[config.mk]
export PLATFORM = sky130hd
export DESIGN_NAME = pulse_delay_ctrl
export DESIGN_NICKNAME = d
export VERILOG_FILES = /design/src/rtl/pulse_delay_ctrl.sv
export SDC_FILE = /design/constraint.sdc
export NUM_CORES = 1
export LEC_CHECK = 0
export BUFFER_PORTS_ARGS = -buffer_cell sky130_fd_sc_hd__buf_4
export CAP_MARGIN = 20
export CELL_PAD_IN_SITES_DETAIL_PLACEMENT = 1
export CELL_PAD_IN_SITES_GLOBAL_PLACEMENT = 1
export CORE_UTILIZATION = 40
export CTS_BUF_LIST = sky130_fd_sc_hd__clkbuf_4 sky130_fd_sc_hd__clkbuf_8
export DETAILED_ROUTE_END_ITERATION = 8
export GPL_TIMING_DRIVEN = 0
export PLACE_DENSITY_LB_ADDON = 0.1
export SKIP_LAST_GASP = 1
export SLEW_MARGIN = 40
export SYNTH_ARGS = -nofsm -noshare
export SYNTH_HDL_FRONTEND = slang
export SYNTH_SLANG_ARGS = --single-unit
[constraint.sdc]
create_clock -name clk -period 3.2 [get_ports clk]
set_input_delay 0.16 -clock clk [delete_from_list [all_inputs] [get_ports clk]]
set_output_delay 0.16 -clock clk [all_outputs]
set_load 0.01 [all_outputs]
[src/rtl/pulse_delay_ctrl.sv]
// Controller that runs a FIFO as a programmable delay line: flush, prefill to
// the configured depth, then write and read every cycle, with sticky FIFO errors.
module pulse_delay_ctrl #(
    parameter int unsigned MAX_DELAY     = 1024,
    parameter int unsigned DEFAULT_DELAY = 50,
    parameter int unsigned FLUSH_CYCLES  = 8,
    localparam int unsigned DW           = $clog2(MAX_DELAY + 1)
) (
    input  logic          clk,
    input  logic          rst,
    input  logic          enable,
    input  logic [DW-1:0] cfg_delay,
    input  logic          cfg_load,
    input  logic          err_clear,
    input  logic          fifo_full,
    input  logic          fifo_empty,
    output logic          fifo_rst,
    output logic          fifo_wr_en,
    output logic          fifo_rd_en,
    output logic          out_valid,
    output logic          cfg_ack,
    output logic [DW-1:0] delay_active,
    output logic [DW-1:0] fill_count,
    output logic [2:0]    state_o,
    output logic          err_overflow,
    output logic          err_underflow
);

    localparam int unsigned FW = (FLUSH_CYCLES > 1) ? $clog2(FLUSH_CYCLES) : 1;
    localparam logic [FW-1:0] FlushLast = FW'(FLUSH_CYCLES - 1);
    localparam logic [DW-1:0] MaxDelay  = DW'(MAX_DELAY);
    localparam int unsigned ResetDelayInt = (DEFAULT_DELAY == 0) ? 1 :
        ((DEFAULT_DELAY > MAX_DELAY) ? MAX_DELAY : DEFAULT_DELAY);
    localparam logic [DW-1:0] ResetDelay = DW'(ResetDelayInt);

    typedef enum logic [2:0] {
        StIdle  = 3'd0,
        StFlush = 3'd1,
        StFill  = 3'd2,
        StRun   = 3'd3,
        StFault = 3'd4
    } state_e;

    state_e        state_q;
    logic [FW-1:0] flush_cnt_q;
    logic [DW-1:0] fill_cnt_q;
    logic [DW-1:0] delay_q;
    logic          fifo_rst_q, wr_en_q, rd_en_q, out_valid_q, cfg_ack_q;
    logic          ovf_q, udf_q;

    function automatic logic [DW-1:0] clamp_delay(input logic [DW-1:0] d);
        if (d == '0) begin
            return DW'(1);
        end else if (d > MaxDelay) begin
            return MaxDelay;
        end
        return d;
    endfunction

    // Strobe-style outputs default low each cycle; each branch re-asserts what
    // the upcoming state drives, so outputs stay aligned with state_o.
    always_ff @(posedge clk) begin
        if (rst) begin
            state_q     <= StIdle;
            flush_cnt_q <= '0;
            fill_cnt_q  <= '0;
            delay_q     <= ResetDelay;
            fifo_rst_q  <= 1'b0;
            wr_en_q     <= 1'b0;
            rd_en_q     <= 1'b0;
            out_valid_q <= 1'b0;
            cfg_ack_q   <= 1'b0;
            ovf_q       <= 1'b0;
            udf_q       <= 1'b0;
        end else begin
            fifo_rst_q  <= 1'b0;
            wr_en_q     <= 1'b0;
            rd_en_q     <= 1'b0;
            out_valid_q <= 1'b0;
            cfg_ack_q   <= 1'b0;
            if (err_clear) begin
                ovf_q <= 1'b0;
                udf_q <= 1'b0;
            end
            unique case (state_q)
                StIdle: begin
                    if (cfg_load) begin
                        delay_q   <= clamp_delay(cfg_delay);
                        cfg_ack_q <= 1'b1;
                    end
                    if (enable && !ovf_q && !udf_q) begin
                        state_q     <= StFlush;
                        flush_cnt_q <= '0;
                        fifo_rst_q  <= 1'b1;
                    end
                end
                StFlush: begin
                    if (!enable) begin
                        state_q <= StIdle;
                    end else if (flush_cnt_q == FlushLast) begin
                        state_q    <= StFill;
                        fill_cnt_q <= '0;
                        wr_en_q    <= 1'b1;
                    end else begin
                        flush_cnt_q <= flush_cnt_q + FW'(1);
                        fifo_rst_q  <= 1'b1;
                    end
                end
                StFill: begin
                    if (fifo_full) begin
                        ovf_q   <= 1'b1;
                        state_q <= StFault;
                    end else if (!enable) begin
                        state_q <= StIdle;
                    end else if (fill_cnt_q == delay_q - DW'(1)) begin
                        state_q <= StRun;
                        wr_en_q <= 1'b1;
                        rd_en_q <= 1'b1;
                    end else begin
                        fill_cnt_q <= fill_cnt_q + DW'(1);
                        wr_en_q    <= 1'b1;
                    end
                end
                StRun: begin
                    if (fifo_full || fifo_empty) begin
                        if (fifo_full) ovf_q <= 1'b1;
                        if (fifo_empty) udf_q <= 1'b1;
                        state_q <= StFault;
                    end else if (!enable) begin
                        state_q <= StIdle;
                    end else begin
                        wr_en_q     <= 1'b1;
                        rd_en_q     <= 1'b1;
                        out_valid_q <= 1'b1;
                    end
                end
                StFault: begin
                    if (!ovf_q && !udf_q) state_q <= StIdle;
                end
                default: state_q <= StIdle;
            endcase
        end
    end

    assign fifo_rst      = fifo_rst_q;
    assign fifo_wr_en    = wr_en_q;
    assign fifo_rd_en    = rd_en_q;
    assign out_valid     = out_valid_q;
    assign cfg_ack       = cfg_ack_q;
    assign delay_active  = delay_q;
    assign fill_count    = fill_cnt_q;
    assign state_o       = state_q;
    assign err_overflow  = ovf_q;
    assign err_underflow = udf_q;

endmodule

==> results of run 1 <==
[placed cells by master, fill, tap and decap left out, drive strengths merged, types with 5 or more instances in the layout]
| cell type | count |
|---|---|
| o211ai | 6 |
| inv | 11 |
| clkbuf | 17 |
| nor3b | 5 |
| or4 | 5 |
| nor3 | 7 |
| nand2 | 12 |
| nand4 | 10 |
| and3 | 5 |
| dfxtp | 35 |
| xnor2 | 9 |
| o21ai | 8 |
| nand3 | 7 |
| xor2 | 5 |
| buf | 51 |
| nor2 | 31 |
| a21oi | 18 |
[flip-flops by register name, indices dropped and copies added, names as in the netlist]
name,cells
out_valid,1
err_overflow,1
fill_count,11
delay_active,11
cfg_ack,1
fifo_rst,1
fifo_rd_en,1
err_underflow,1
flush_cnt_q,3
fifo_wr_en,1
state_o,3
[worst max-delay path, cell delays in order (launching register included)]
cell     delay [ps]
dfxtp_1         370
inv_1            80
ha_1            230
nor4b_4         400
and3_1          230
nor4b_2         360
nor3_1          130
nor4_2          250
buf_2           240
nor3_1           70
o21a_1          170
[through the flow]
| stage | instance area, um2 | worst slack, ps | total power (uW) | std cells |
|---|---|---|---|---|
| final | 2560 | 570 | 964 | 363 |
| after CTS | 2560 | 537 | 975 | 363 |
| after global routing | 2560 | 281 | 1010 | 363 |
| after detailed placement | 2460 | 547 | 610 | 355 |
| after global placement | 2460 | 603 | 606 | 355 |
| after floorplan | 2020 | 848 | 554 | 240 |
[routing by layer]
layer	routed length, um	share of wire	up-vias	track usage
met5	0	0	-	0
met4	65	0.012	0	0.0610
met1	2620	0.48	952	0.300
met2	2680	0.49	38	0.366
met3	145	0.026	7	0.0373
li1	-	-	1002	-
[cell families after synthesis]
family                     Yosys count  synth area share
muxes                                1           0.00496
adders and majority gates            5            0.0298
and+or+nand+nor                    103             0.301
xor gates and xnor gates            14            0.0608
buffers and inverters               23            0.0440
AOI/OAI and AO/OA                   59             0.212
DFF                                 35             0.347
[area by class of cell]
type                            instances  area [um2]
Clock buffer                            8         104
Sequential cell                        35         701
Inverter                               11        41.3
Fill cell                             593        2220
Multi-Input combinational cell        182        1230
Buffer                                 12        47.5
Tap cell                               67        83.8
Timing Repair Buffer                   48         360
[worst paths after layout]
kind,slack [ps],endpoint,from,depth (start not counted)
setup / recovery,570,fill_count[10],delay_active[0],10
hold / removal,110,delay_active[5],cfg_delay[5],2
setup reg to reg,570,fill_count[10],delay_active[0],10
hold reg to reg,500,flush_cnt_q[2],flush_cnt_q[2],2
[power by group through the flow]
stage / Clock [uW] / Combinational, uW / Sequential (uW)
detailed placement: 0 / 141 / 469
finish: 363 / 141 / 459
global placement: 0 / 138 / 469
CTS: 374 / 142 / 459
global route: 397 / 155 / 460
floorplan: 0 / 83.1 / 471
==> run_results.csv, run 1 <==
group,metric,value,unit
outcome,status,"completed",
floorplanning,num_rows,25,
critical_path,cp.arrival,2810,ps
synthesis,synth_seq_cells,35,
cts,htree_levels,2,
cts,clock_sinks,35,
route,first_pass_iters,4,
floorplanning,die_w,73.0,um
flow_run,maxCapViolCount,0,
finish,layout-drive-gt1-share,0.230,
route,drtAntennaViolNets,0,
power_and_ir_drop,power_switching,248,uW
cts,numCtsBuffers,5,
power_and_ir_drop,vdd_drop_max,0.166,mV
timing,grt_setup_unrepaired,"no",
timing,setup_viol,0,
min_path,min_path_type,"input port to flop",
synthesis,synth_top_area_share,0.347,
route,drtIter0Drc,71,
critical_path,cp_max_fo,10,
floorplanning,die-height,73.0,um
route,wl,5.51,mm
synthesis,synthTopCellsByCount,"35 x dfxtp_1, 31 x nor2_1, 18 x a21oi_1, 12 x nand2_1, 11 x inv_1",
synthesis,synth_edf_count,0,
placed_design,gp_congestion,0.781,
global_routing,grt_overflow_total,0,
floorplanning,ios,50,
synthesis,yosys_most_used_dff,"dfxtp_1",
power_and_ir_drop,p_per_area,376,mW/mm2
route,drc,0,
finish,syn_to_final_growth,27.2,%
power_and_ir_drop,power_frac_seq,0.477,
finish,n_antenna_cell,0,
cts,root_buffer,"clkbuf_8",
cts,clockBufferDepth,2,
finish,layout.nets,317,
synthesis,ys_seq_area_frac,0.347,
critical_path,cp-start-kind,"flop",
synthesis,synthArstFlopShare,0,
timing,skew,5.86,ps
timing,hold_viol,0,
critical_path,path_class,"flop to flop",
floorplanning,core,0.00479,mm2
power_and_ir_drop,p_comb_frac,0.146,
cts,tritoncts,"built",
power_and_ir_drop,switching_share,0.258,
timing,worst_slew_margin_rel,0.556,
synthesis,netlist_instances,240,
critical_path,cp.required,3380,ps
synthesis,synthesis.area,0.00202,mm2
timing,final.setup.tns,0,ps
synthesis,synthesis.nets,262,
power_and_ir_drop,p_int,715,uW
critical_path,cp-end-kind,"flop",
power_and_ir_drop,leakagePower,0.00104,uW
timing,fmax,380,MHz
route,wl_per_cell,15.2,um
timing,timing.hold.ws,114,ps
synthesis,ys_top_cells_by_area,"dfxtp_1 35%, nor2_1 5.8%, a21oi_1 4.5%",
global_routing,grt_max_degree,11,
timing,finalCritPeriodShare,0.822,
global_routing,grt_pass1_vias,1882,
floorplanning,die-area,0.00533,mm2
placed_design,port-buffer-count,48,
floorplanning,initial_core_util,0.421,
timing,period_minus_slack,2630,ps
power_and_ir_drop,clkPwrFrac,0.377,
global_routing,grt_antenna_before_repair,0,
synthesis,yosys_warnings,0,
cts,post-cts-setup-buffer-count,0,
global_routing,grt_use_total,0.223,
route,vias_per_cell,5.51,
cts,clk_latency,280,ps
synthesis,synth_top_cell_by_area,"dfxtp_1",
cts,postCtsHoldBufs,0,
cts,path_clk_slew,70,ps
route,vias,1999,
global_routing,grt_first_pass_wirelength,9.18,mm
synthesis,synth.avg_cell_area,8.40,um2
timing,worst_slew_pin_slew,658,ps
cts,cts_resized,0,
finish,final_core_util,0.536,
synthesis,synth_cell_type_count,53,
timing,slew_viol_final,0,
synthesis,yosysMostFrequentCell,"dfxtp_1",
placed_design,dp_hpwl,4.25,mm
(Power assumes the default switching activity.)
==> run 2: changes to the inputs <==
Settings changed: ABC_AREA set to 1, CORE_UTILIZATION 40 to 35.
Clock period 3.2 ns to 2.35 ns, I/O delays scaled along.
==> run_results.csv, run 2 <==
group,metric,value,unit
outcome,status,"completed",
critical_path,cp-start-kind,"flop",
route,wl,6.07,mm
timing,setup_viol,0,
timing,timing.hold.ws,49.7,ps
finish,layout.nets,387,
synthesis,synth_top_area_share,0.325,
cts,root_buffer,"clkbuf_8",
timing,period_minus_slack,2090,ps
min_path,hp-start,"cfg_delay[4]",
cts,clockBufferDepth,2,
route,vias_per_cell,4.90,
cts,cts_resized,0,
critical_path,cpPeakStageDelay,440,ps
synthesis,synthArstFlopShare,0,
critical_path,cp.required,2510,ps
placed_design,place_area,0.00261,mm2
global_routing,grt_use_met1,0.247,
global_routing,global_route.usage.met3,0.0375,
global_routing,grt_max_degree,13,
synthesis,ys_seq_area_frac,0.325,
critical_path,rr_endpoint,"fill_count[3]",
global_routing,grt_first_pass_wirelength,10.3,mm
floorplanning,num_rows,28,
synthesis,synth_seq_cells,35,
placed_design,gp_congestion,0.794,
critical_path,r2r_start,"delay_active[0]",
finish,syn_to_final_growth,27.4,%
placed_design,dp_hpwl,4.68,mm
synthesis,yosys_warnings,0,
critical_path,cp_slowest_cell,"dfxtp_1",
cts,htree_levels,2,
synthesis,synth_cell_type_count,34,
floorplanning,ios,50,
global_routing,grt_busiest_layer,"met2",
route,vias,2160,
route,drtAntennaViolNets,0,
critical_path,cp_max_fo,10,
min_path,min_path_type,"input port to flop",
route,drtIter0Drc,54,
global_routing,grt_pass1_vias,2196,
synthesis,yosys_most_used_dff,"dfxtp_1",
synthesis,synth_top_cell_by_area,"dfxtp_1",
route,wl_per_cell,13.8,um
critical_path,path_cells,"inv_2 -> ha_1 -> nand2_2 -> inv_2 -> nand3_1 -> nand2_1 -> nand2_1 -> nand2_1 -> nor2_2 -> nand2_2 -> nand2_4 -> nand2_2 -> buf_6 -> nand2_1 -> a21oi_2",
global_routing,grt_util_met2,0.365,
timing,worst_slew_margin_rel,0.533,
route,first_pass_iters,3,
finish,final_cell_mix,"80 x nand2_1, 48 x buf_4, 36 x nor2_1",
route,drc,0,
global_routing,grt_antenna_before_repair,0,
finish,final_common_cell,"nand2_1",
timing,worst_slew_pin_slew,700,ps
timing,finalCritPeriodShare,0.888,
synthesis,netlist_instances,310,
power_and_ir_drop,p_comb_frac,0.161,
timing,hold_viol,0,
cts,clock_sinks,35,
finish,final_area,0.00275,mm2
global_routing,grt_use_total,0.209,
finish,layout-drive-gt1-share,0.287,
synthesis,ys_top_cells_by_area,"dfxtp_1 32%, nand2_1 14%, nor2_1 6.3%",
cts,postCtsHoldBufs,0,
critical_path,reg2reg_setup_slack,260,ps
min_path,min_to,"delay_active[4]",
critical_path,cpMostUsedCell,"nand2_1",
cts,post-cts-setup-buffer-count,0,
global_routing,grt_overflow_total,0,
synthesis,synth.avg_cell_area,6.96,um2
synthesis,synth_edf_count,0,
timing,final.setup.tns,0,ps
floorplanning,initial_core_util,0.365,
power_and_ir_drop,p_per_area,566,mW/mm2
timing,slew_viol_final,0,
power_and_ir_drop,switching_share,0.268,
cts,tritoncts,"built",
power_and_ir_drop,clkPwrFrac,0.427,
power_and_ir_drop,leakagePower,0.00119,uW
min_path,holdPathStages,3,
critical_path,cp-end-kind,"flop",
synthesis,yosysMostFrequentCell,"nand2_1",
power_and_ir_drop,power,1560,uW
critical_path,ff2ff_path_depth,15,
synthesis,synthTopCellsByCount,"80 x nand2_1, 36 x nor2_1, 35 x dfxtp_1, 27 x inv_1, 20 x nand3_1",
critical_path,critPathLaunch,"delay_active[0]",
finish,finalNonFillerCells,441,
cts,path_clk_slew,80,ps
cts,clk_latency,300,ps
floorplanning,die-area,0.00648,mm2
flow_run,maxCapViolCount,0,
timing,skew,6.49,ps
power_and_ir_drop,power_switching,417,uW
critical_path,cp.arrival,2250,ps
power_and_ir_drop,p_int,1140,uW
synthesis,synthesis.nets,332,
timing,fmax,479,MHz
floorplanning,die_w,80.5,um
placed_design,port-buffer-count,48,
timing,grt_setup_unrepaired,"no",
critical_path,path_class,"flop to flop",
power_and_ir_drop,power_frac_seq,0.412,
synthesis,synthesis.area,0.00216,mm2
cts,numCtsBuffers,5,
power_and_ir_drop,vdd_drop_max,0.283,mV
finish,n_antenna_cell,0,
placed_design,dp.cells,433,
floorplanning,core,0.00592,mm2
finish,nFillCells,778,
floorplanning,die-height,80.5,um
-- run 2: cell count changes in the layout (fill, tap and decap cells not counted), moves of 9 or more --
cell / change
inv_1: +16
a21oi_2: +11
nand3_1: +13
inv_2: +9
nand3_2: +11
nand2_1: +68
-- run 2: power groups by stage --
stage	logic (uW)	clock network (uW)	registers (uW)
6_report	251	665	641
5_1_grt	280	703	645
4_1_cts	255	677	642
3_5_place_dp	253	0	656
3_3_place_gp	246	0	655
2_1_floorplan	151	0	658
-- run 2: layout make-up --
class	count	area [um2]	area share
inverter	36	135	0.0492
buffer	8	55.1	0.0200
tap	75	93.8	0.0341
clock inverter	3	67.6	0.0246
sequential	35	701	0.255
clock buffer	5	68.8	0.0250
timing repair buffer	48	360	0.131
multi-input combinational	231	1270	0.461
-- run 2: routing by layer --
metal	up-vias	part of all wire
met2	35	0.50
li1	1113	-
met1	998	0.45
met3	14	0.028
met5	-	0
met4	0	0.028
-- run 2: worst max path at each step --
stage,slack [ps],cells past startpoint,endpoint
after floorplan,460,13,fill_count[7]
after global placement,300,15,fill_count[4]
after detailed placement,250,15,fill_count[3]
after CTS,210,15,fill_count[3]
after global routing,40,15,fill_count[4]
final,260,15,fill_count[3]
-- run 2: stage by stage --
step / setup WS (ps) / util
2_1_floorplan: 462 / -
3_3_place_gp: 302 / 0.441
3_5_place_dp: 250 / 0.441
4_1_cts: 213 / 0.464
5_1_grt: 40.6 / 0.464
6_report: 263 / 0.464
-- run 2: kinds of logic after synthesis --
group | share of synthesized area
DFF | 0.325
AOI/OAI and AO/OA | 0.117
xor gates and xnor gates | 0.0487
and+or+nand+nor | 0.398
buffers and inverters | 0.0881
adders and majority gates | 0.0232
-- run 2: critical path: cells and delay by family (launching register included) --
| family | cells | cell delay (ps) |
|---|---|---|
| compound gates | 1 | 50 |
| fa+ha+maj | 1 | 260 |
| buf+inv | 3 | 280 |
| flops | 1 | 440 |
| simple gates | 10 | 910 |
